--- config.mk ---
export PLATFORM = sky130hd
export DESIGN_NAME = servo_turret_sequencer
export DESIGN_NICKNAME = d
export VERILOG_FILES = /design/src/rtl/servo_pkg.sv /design/src/rtl/servo_pwm_channel.sv /design/src/rtl/servo_turret_sequencer.sv
export SDC_FILE = /design/constraint.sdc
export NUM_CORES = 1
export LEC_CHECK = 0
export CAP_MARGIN = 20
export CORE_AREA = 3 3 151 153
export DETAILED_ROUTE_END_ITERATION = 8
export DIE_AREA = 0 0 154 156
export PLACE_DENSITY = 0.55
export SLEW_MARGIN = 20
export SYNTH_ARGS = -nofsm -noshare
export SYNTH_HDL_FRONTEND = slang
export SYNTH_HIERARCHICAL = 1
export SYNTH_SLANG_ARGS = --single-unit
--- constraint.sdc ---
create_clock -name clock -period 3.8 [get_ports clock]
set_input_delay 0.57 -clock clock [delete_from_list [all_inputs] [get_ports clock]]
set_output_delay 0.57 -clock clock [all_outputs]
set_load 0.1 [all_outputs]
--- src/rtl/servo_pkg.sv ---
// Shared types and constants for the turret aim/fire sequencer.
// Latency: n/a (declarations only).
// Backpressure: n/a.
package servo_pkg;

    typedef enum logic [2:0] {
        ST_IDLE,
        ST_SLEW,
        ST_SETTLE,
        ST_FIRE,
        ST_HOLD,
        ST_EMPTY
    } state_t;

    localparam logic [1:0] DET_NONE = 2'b00;
    localparam logic [1:0] DET_NEW  = 2'b10;

    // Bits needed to hold 0..n-1; never returns less than 1.
    function automatic int unsigned width_of(input longint unsigned n);
        return (n < 64'd2) ? 1 : $clog2(n);
    endfunction

    function automatic int unsigned max_of(input int unsigned a, input int unsigned b);
        return (a > b) ? a : b;
    endfunction

endpackage

--- src/rtl/servo_pwm_channel.sv ---
// One servo PWM output: shadow position register, width compare, output flop.
// Latency: output lags the shared frame counter by one cycle; position updates take effect next frame.
// Backpressure: none; position is sampled only at frame end so pulses are never truncated or stretched.
module servo_pwm_channel
    import servo_pkg::*;
#(
    parameter int unsigned CNT_W      = 21,
    parameter int unsigned POS_W      = 18,
    parameter int unsigned BASE_PULSE = 70000,
    parameter int unsigned RST_POS    = 0
) (
    input  logic             clock,
    input  logic             reset_n,
    input  logic [CNT_W-1:0] cnt,
    input  logic             frame_end,
    input  logic [POS_W-1:0] pos,
    output logic             pwm
);

    logic [POS_W-1:0] pos_sh;

    // Shadow the position at frame end and register the pulse compare.
    always_ff @(posedge clock or negedge reset_n) begin
        if (!reset_n) begin
            pos_sh <= POS_W'(RST_POS);
            pwm    <= 1'b0;
        end else begin
            if (frame_end) begin
                pos_sh <= pos;
            end
            pwm <= (32'(cnt) < BASE_PULSE + 32'(pos_sh));
        end
    end

endmodule

--- src/rtl/servo_turret_sequencer.sv ---
// Aim/fire turret sequencer: slews aim servo to detected direction, dwells, steps release servo per shot.
// Latency: aiming rises the cycle after a new detection; servo positions take effect at the next PWM frame.
// Backpressure: none; detections are ignored outside IDLE, reload is held pending until IDLE/EMPTY.
module servo_turret_sequencer
    import servo_pkg::*;
#(
    parameter int unsigned PERIOD       = 2000000,
    parameter int unsigned BASE_PULSE   = 70000,
    parameter int unsigned POS_W        = 18,
    parameter int unsigned AIM_LEFT     = 0,
    parameter int unsigned AIM_FWD      = 100000,
    parameter int unsigned AIM_RIGHT    = 200000,
    parameter int unsigned SLEW_STEP    = 25000,
    parameter int unsigned RELEASE_STEP = 50000,
    parameter int unsigned MAG_DEPTH    = 3,
    parameter int unsigned SETTLE_CYC   = 100000,
    parameter int unsigned FIRE_CYC     = 200000,
    localparam int unsigned CW          = width_of(MAG_DEPTH + 1)
) (
    input  logic          clock,
    input  logic          reset_n,
    input  logic [1:0]    forward_signal,
    input  logic [1:0]    left_signal,
    input  logic [1:0]    right_signal,
    input  logic          reload,
    output logic          aim_servo,
    output logic          fire_servo,
    output logic          aiming,
    output logic          mag_empty,
    output logic [CW-1:0] shot_count
);

    localparam int unsigned CNT_W    = width_of(PERIOD);
    localparam int unsigned TMR_W    = width_of(max_of(SETTLE_CYC, FIRE_CYC));
    localparam int unsigned MAX_AIM  = max_of(AIM_FWD, max_of(AIM_LEFT, AIM_RIGHT));
    localparam int unsigned FIRE_MAX = MAG_DEPTH * RELEASE_STEP;

    // Widest pulse must end inside the frame and every position must fit POS_W.
    if ((BASE_PULSE + MAX_AIM >= PERIOD) || (BASE_PULSE + FIRE_MAX >= PERIOD) ||
        (longint'(max_of(MAX_AIM, FIRE_MAX)) >= (64'd1 << POS_W))) begin : g_bad_width
        $fatal(1, "servo_turret_sequencer: BASE_PULSE + max position must be below PERIOD");
    end

    logic [CNT_W-1:0] cnt;
    logic             frame_end;
    state_t           state, state_nxt;
    logic [POS_W-1:0] target, aim_pos, fire_pos, det_pos, slew_nxt, diff;
    logic [TMR_W-1:0] tmr;
    logic             reload_pending, reload_eff;
    logic             new_det, all_none;
    logic             latch_tgt, tmr_clr, shot_inc, do_reload;

    assign frame_end  = (cnt == CNT_W'(PERIOD - 1));
    assign reload_eff = reload | reload_pending;
    assign aiming     = (state == ST_SLEW) || (state == ST_SETTLE) || (state == ST_FIRE);
    assign mag_empty  = (state == ST_EMPTY);

    // Detector priority: forward over left over right; only the "new" code starts a shot.
    always_comb begin
        new_det  = (forward_signal == DET_NEW) || (left_signal == DET_NEW) || (right_signal == DET_NEW);
        all_none = (forward_signal == DET_NONE) && (left_signal == DET_NONE) && (right_signal == DET_NONE);
        det_pos  = POS_W'(AIM_RIGHT);
        if (forward_signal == DET_NEW) begin
            det_pos = POS_W'(AIM_FWD);
        end else if (left_signal == DET_NEW) begin
            det_pos = POS_W'(AIM_LEFT);
        end
    end

    // Next aim position: one bounded step toward the target, or straight there when SLEW_STEP is 0.
    always_comb begin
        if (aim_pos < target) begin
            diff     = target - aim_pos;
            slew_nxt = (SLEW_STEP == 0 || 32'(diff) <= SLEW_STEP) ? target : aim_pos + POS_W'(SLEW_STEP);
        end else begin
            diff     = aim_pos - target;
            slew_nxt = (SLEW_STEP == 0 || 32'(diff) <= SLEW_STEP) ? target : aim_pos - POS_W'(SLEW_STEP);
        end
    end

    // Sequencer next-state; a pending reload is applied when IDLE or EMPTY is occupied or about to be.
    always_comb begin
        state_nxt = state;
        latch_tgt = 1'b0;
        tmr_clr   = 1'b0;
        shot_inc  = 1'b0;
        do_reload = 1'b0;
        case (state)
            ST_IDLE: begin
                if (new_det) begin
                    state_nxt = ST_SLEW;
                    latch_tgt = 1'b1;
                end
            end
            ST_SLEW: begin
                if (aim_pos == target) begin
                    state_nxt = ST_SETTLE;
                    tmr_clr   = 1'b1;
                end
            end
            ST_SETTLE: begin
                if (32'(tmr) == SETTLE_CYC - 1) begin
                    state_nxt = ST_FIRE;
                    tmr_clr   = 1'b1;
                    shot_inc  = 1'b1;
                end
            end
            ST_FIRE: begin
                if (32'(tmr) == FIRE_CYC - 1) begin
                    state_nxt = ST_HOLD;
                end
            end
            ST_HOLD: begin
                if (all_none) begin
                    state_nxt = (shot_count == CW'(MAG_DEPTH)) ? ST_EMPTY : ST_IDLE;
                end
            end
            ST_EMPTY: begin
                state_nxt = ST_EMPTY;
            end
            default: begin
                state_nxt = ST_IDLE;
            end
        endcase
        if (reload_eff && (state == ST_IDLE || state_nxt == ST_IDLE || state_nxt == ST_EMPTY)) begin
            do_reload = 1'b1;
            if (state_nxt == ST_EMPTY) begin
                state_nxt = ST_IDLE;
            end
        end
    end

    // Frame counter, FSM state, dwell timer, positions, shot count and reload latch.
    always_ff @(posedge clock or negedge reset_n) begin
        if (!reset_n) begin
            cnt            <= '0;
            state          <= ST_IDLE;
            tmr            <= '0;
            target         <= POS_W'(AIM_FWD);
            aim_pos        <= POS_W'(AIM_FWD);
            fire_pos       <= '0;
            shot_count     <= '0;
            reload_pending <= 1'b0;
        end else begin
            cnt   <= frame_end ? '0 : cnt + 1'b1;
            state <= state_nxt;
            if (tmr_clr) begin
                tmr <= '0;
            end else if (tmr != '1) begin
                tmr <= tmr + 1'b1;
            end
            if (latch_tgt) begin
                target <= det_pos;
            end
            if (state == ST_SLEW && frame_end && aim_pos != target) begin
                aim_pos <= slew_nxt;
            end
            if (do_reload) begin
                fire_pos   <= '0;
                shot_count <= '0;
            end else if (shot_inc) begin
                if (32'(fire_pos) + RELEASE_STEP >= FIRE_MAX) begin
                    fire_pos <= POS_W'(FIRE_MAX);
                end else begin
                    fire_pos <= fire_pos + POS_W'(RELEASE_STEP);
                end
                if (shot_count != CW'(MAG_DEPTH)) begin
                    shot_count <= shot_count + 1'b1;
                end
            end
            if (do_reload) begin
                reload_pending <= 1'b0;
            end else if (reload) begin
                reload_pending <= 1'b1;
            end
        end
    end

    servo_pwm_channel #(
        .CNT_W(CNT_W), .POS_W(POS_W), .BASE_PULSE(BASE_PULSE), .RST_POS(AIM_FWD)
    ) u_aim (
        .clock(clock), .reset_n(reset_n), .cnt(cnt), .frame_end(frame_end), .pos(aim_pos), .pwm(aim_servo)
    );

    servo_pwm_channel #(
        .CNT_W(CNT_W), .POS_W(POS_W), .BASE_PULSE(BASE_PULSE), .RST_POS(0)
    ) u_fire (
        .clock(clock), .reset_n(reset_n), .cnt(cnt), .frame_end(frame_end), .pos(fire_pos), .pwm(fire_servo)
    );

endmodule

==> results.md <==
* Status: complete, no violations
* Clock-pin slew of the registers on the worst-case setup and hold paths at 0.06 ns
* Worst Skew at 0.0137 ns
* Final instance area at 9760 sq um
* Leak Pwr at 4.31 nW
* DR iter-0 viols at 399
* DR pass1 iterations at 5
* Overflow after GRT at 0
* EDFF count, synth at 0
* Power per Cell Area at 485 nW/um^2
* CORE AREA at 21700 sq um
* Final Cycle Share at 94.9%
* Nature of the critical path endpoint: flop
* Routed length per instance at 16.0 microns
* Count of hold-fix buffers inserted at cts at 0
* Via count at 7171
* Initial core utilization at 39.7%
* Num CTS Buffers at 17
* Worst Path Required at 4.14 ns
* Setup WS pre-CTS at 0.142 ns
* FP Rows at 54
* Nets at 1077
* Top FF cell, synth: dfrtp_1
* Peak VDD IR at 0.268 mV
* Critical-path maximum fanout at 7
* Async set or reset register ratio after synthesis at 100%
* Drt drc at 0
* DIE WIDTH at 154 microns
* Crit path largest cell delay at 0.59 ns
* Critical Path, Cell by Cell: inv_1 -> ha_1 -> fa_1 -> a21o_1 -> a211o_4 -> xnor2_1 -> a2111oi_0 -> a41o_1 -> a31oi_2 -> nor2_2 -> o21ai_0 -> a21o_1
* Syn_area_per_cell at 8.84 sq um
* WP data arrival at 3.94 ns
* Final GP Congestion at 0.867
* Pin slew with the least headroom to its limit at 0.965 ns
* H-tree levels at 4
* Largest net degree at the start of global routing at 60
* Final setup fails at 0
* Vias in the first global route at 7030
* Hold Fails Final Rpt at 0
* Clock root buffer: clkbuf_16
* Die Area at 24000 sq um
* Initial antenna violation count at 0
* Post-Route WL at 20.7 mm
* Clk buf depth at 2
* Total power at 4.74 mW
* Synthesis-stage register bit count at 115
* Post-synthesis cell count at 973
* Final Slew Violations at 0
* Fin crit period at 3.60 ns
* Worst hold path class: in2async
* CP most frequent cell: a21o_1
* N_diodes at 0
* All-Layer GR Usage at 17.8%
* Slew headroom at 35.5%
* Clock tree from TritonCTS: yes
* Setup crit start kind: flop
* Max Fclk at 0.277 GHz
* Area delta synth->final at 13.5%
* TritonCTS sink count at 115
* Worst Setup Slack, final at 0.195 ns
* Post-DP Area at 9150 sq um
* Crit path max-delay cell type: dfstp_2
* RSZ-0062 raised after global routing: no
* Max Cap Violations at 0
* Via density at 5.53
* DP HPWL at 15.3 mm
* Seq/Total Area, Yosys at 33.6%
* Worst-Skew Late Latency at 0.41 ns
* I/O pin cnt at 15
* Post-route ant nets at 0
* Post-Syn Area at 8600 sq um
* Chip Height at 156 microns
* I/O Buffers at 14
* Critical path class: reg2reg
* Fin Setup TNS at 0 ns
* First-pass GRT wire length at 35.6 mm
* Layout cells sized above 1 at 12.7%
* Synth warn at 6
* Synth unique cells at 87
## logic make-up after synthesis
logic type	synth area share [%]
xor gates and xnor gates	7.63
DFF	33.6
muxes	4.04
other	0.0436
and+or+nand+nor	21.3
buffers and inverters	3.81
adders and majority gates	9.54
AOI/OAI and AO/OA	20.0
## power by group
group	total, mW	switching, mW	internal, mW
sequential	1.40	0.102	1.30
combinational	1.73	1.01	0.721
clock	1.60	0.612	0.989
total	4.74	1.72	3.01
## metrics by stage
step	hold slack, ns	utilization (%)	instances
3_5_place_dp	0.501	42.2	1262
5_1_grt	0.291	45.0	1296
6_report	0.231	45.0	1296
3_3_place_gp	0.497	42.2	1262
4_1_cts	0.255	44.9	1294
2_1_floorplan	0.274	-	979
## cell usage after synthesis (16+ instances only)
cell type,count,area (sq um)
xor2_1,33,289
dfrtp_1,101,2530
inv_1,45,169
nand3_1,37,185
nor2_1,106,398
a21oi_1,61,305
mux2_2,26,293
o21ai_0,57,285
nand2b_1,16,100
nor3_1,25,125
nand2_1,66,248
clkbuf_1,20,75.1
ha_1,64,801
nand4_1,20,125
a21o_1,16,120
xnor2_1,42,368
## layout make-up
| cell class | count | area, sq um |
|---|---|---|
| clock buffer | 18 | 439 |
| sequential | 115 | 2900 |
| inverter | 46 | 173 |
| multi-input combinational | 785 | 5410 |
| tap | 280 | 350 |
| clock inverter | 14 | 151 |
| fill | 2136 | 11900 |
| timing repair buffer | 38 | 340 |
## registers in the layout (all words and copies together), names as in the netlist
signal / flops
reload_pending: 1
target: 3
u_fire/pwm: 1
fire_pos: 14
shot_count: 2
u_aim/pos_sh: 18
cnt: 21
u_fire/pos_sh: 18
aim_pos: 15
u_aim/pwm: 1
state: 3
tmr: 18
## layer usage
layer  GRT usage [%]  wire length, microns  up-vias  share of wire, %
met5               0                     0        -                 0
met2            28.5                  9430      103                46
met3            2.80                   571       13               2.8
met4            4.08                   180        0              0.87
li1                -                     -     3601                 -
met1            25.5                 10500     3454                51
## critical path, delay by kind of cell (launching register included)
family	cells	cell delay (ns)
simple gates	1	0.26
xor+xnor	1	0.13
compound gates	7	1.81
buf+inv	1	0.08
flops	1	0.59
fa+ha+maj	2	0.67
## path summary, 6_finish.rpt
check,startpoint,end,slack [ns],depth (start not counted)
min in group clock,u_aim/pos_sh[0],u_aim/pos_sh[0],0.51,1
max in group asynchronous,reset_n,u_aim/pos_sh[15],2.74,2
worst max register to register,aim_pos[5],aim_pos[9],0.20,12
worst max-delay path,aim_pos[5],aim_pos[9],0.20,12
worst min-delay path,reset_n,u_fire/pos_sh[2],0.23,1
worst min register to register,u_aim/pos_sh[0],u_aim/pos_sh[0],0.51,1
## repair_timing
action | CTS | global route
setup endpoints to repair | 0 | 7
gates resized for setup | 0 | 1
buffers inserted | 0 | 2
## cells in the final DEF (no fill, tap or decap), types with 14 or more instances in the layout
cell type and instances:
a21o_1 16, a21oi_1 61, and3_1 14, buf_4 24, clkbuf_16 17, dfrtp_1 101
dfstp_2 14, ha_1 64, inv_1 45, mux2_2 26, nand2_1 66, nand2b_1 16
nand3_1 37, nand4_1 20, nor2_1 106, nor2b_1 14, nor3_1 25, o21ai_0 57
xnor2_1 42, xor2_1 33
Power figures use the tool's default switching activity.
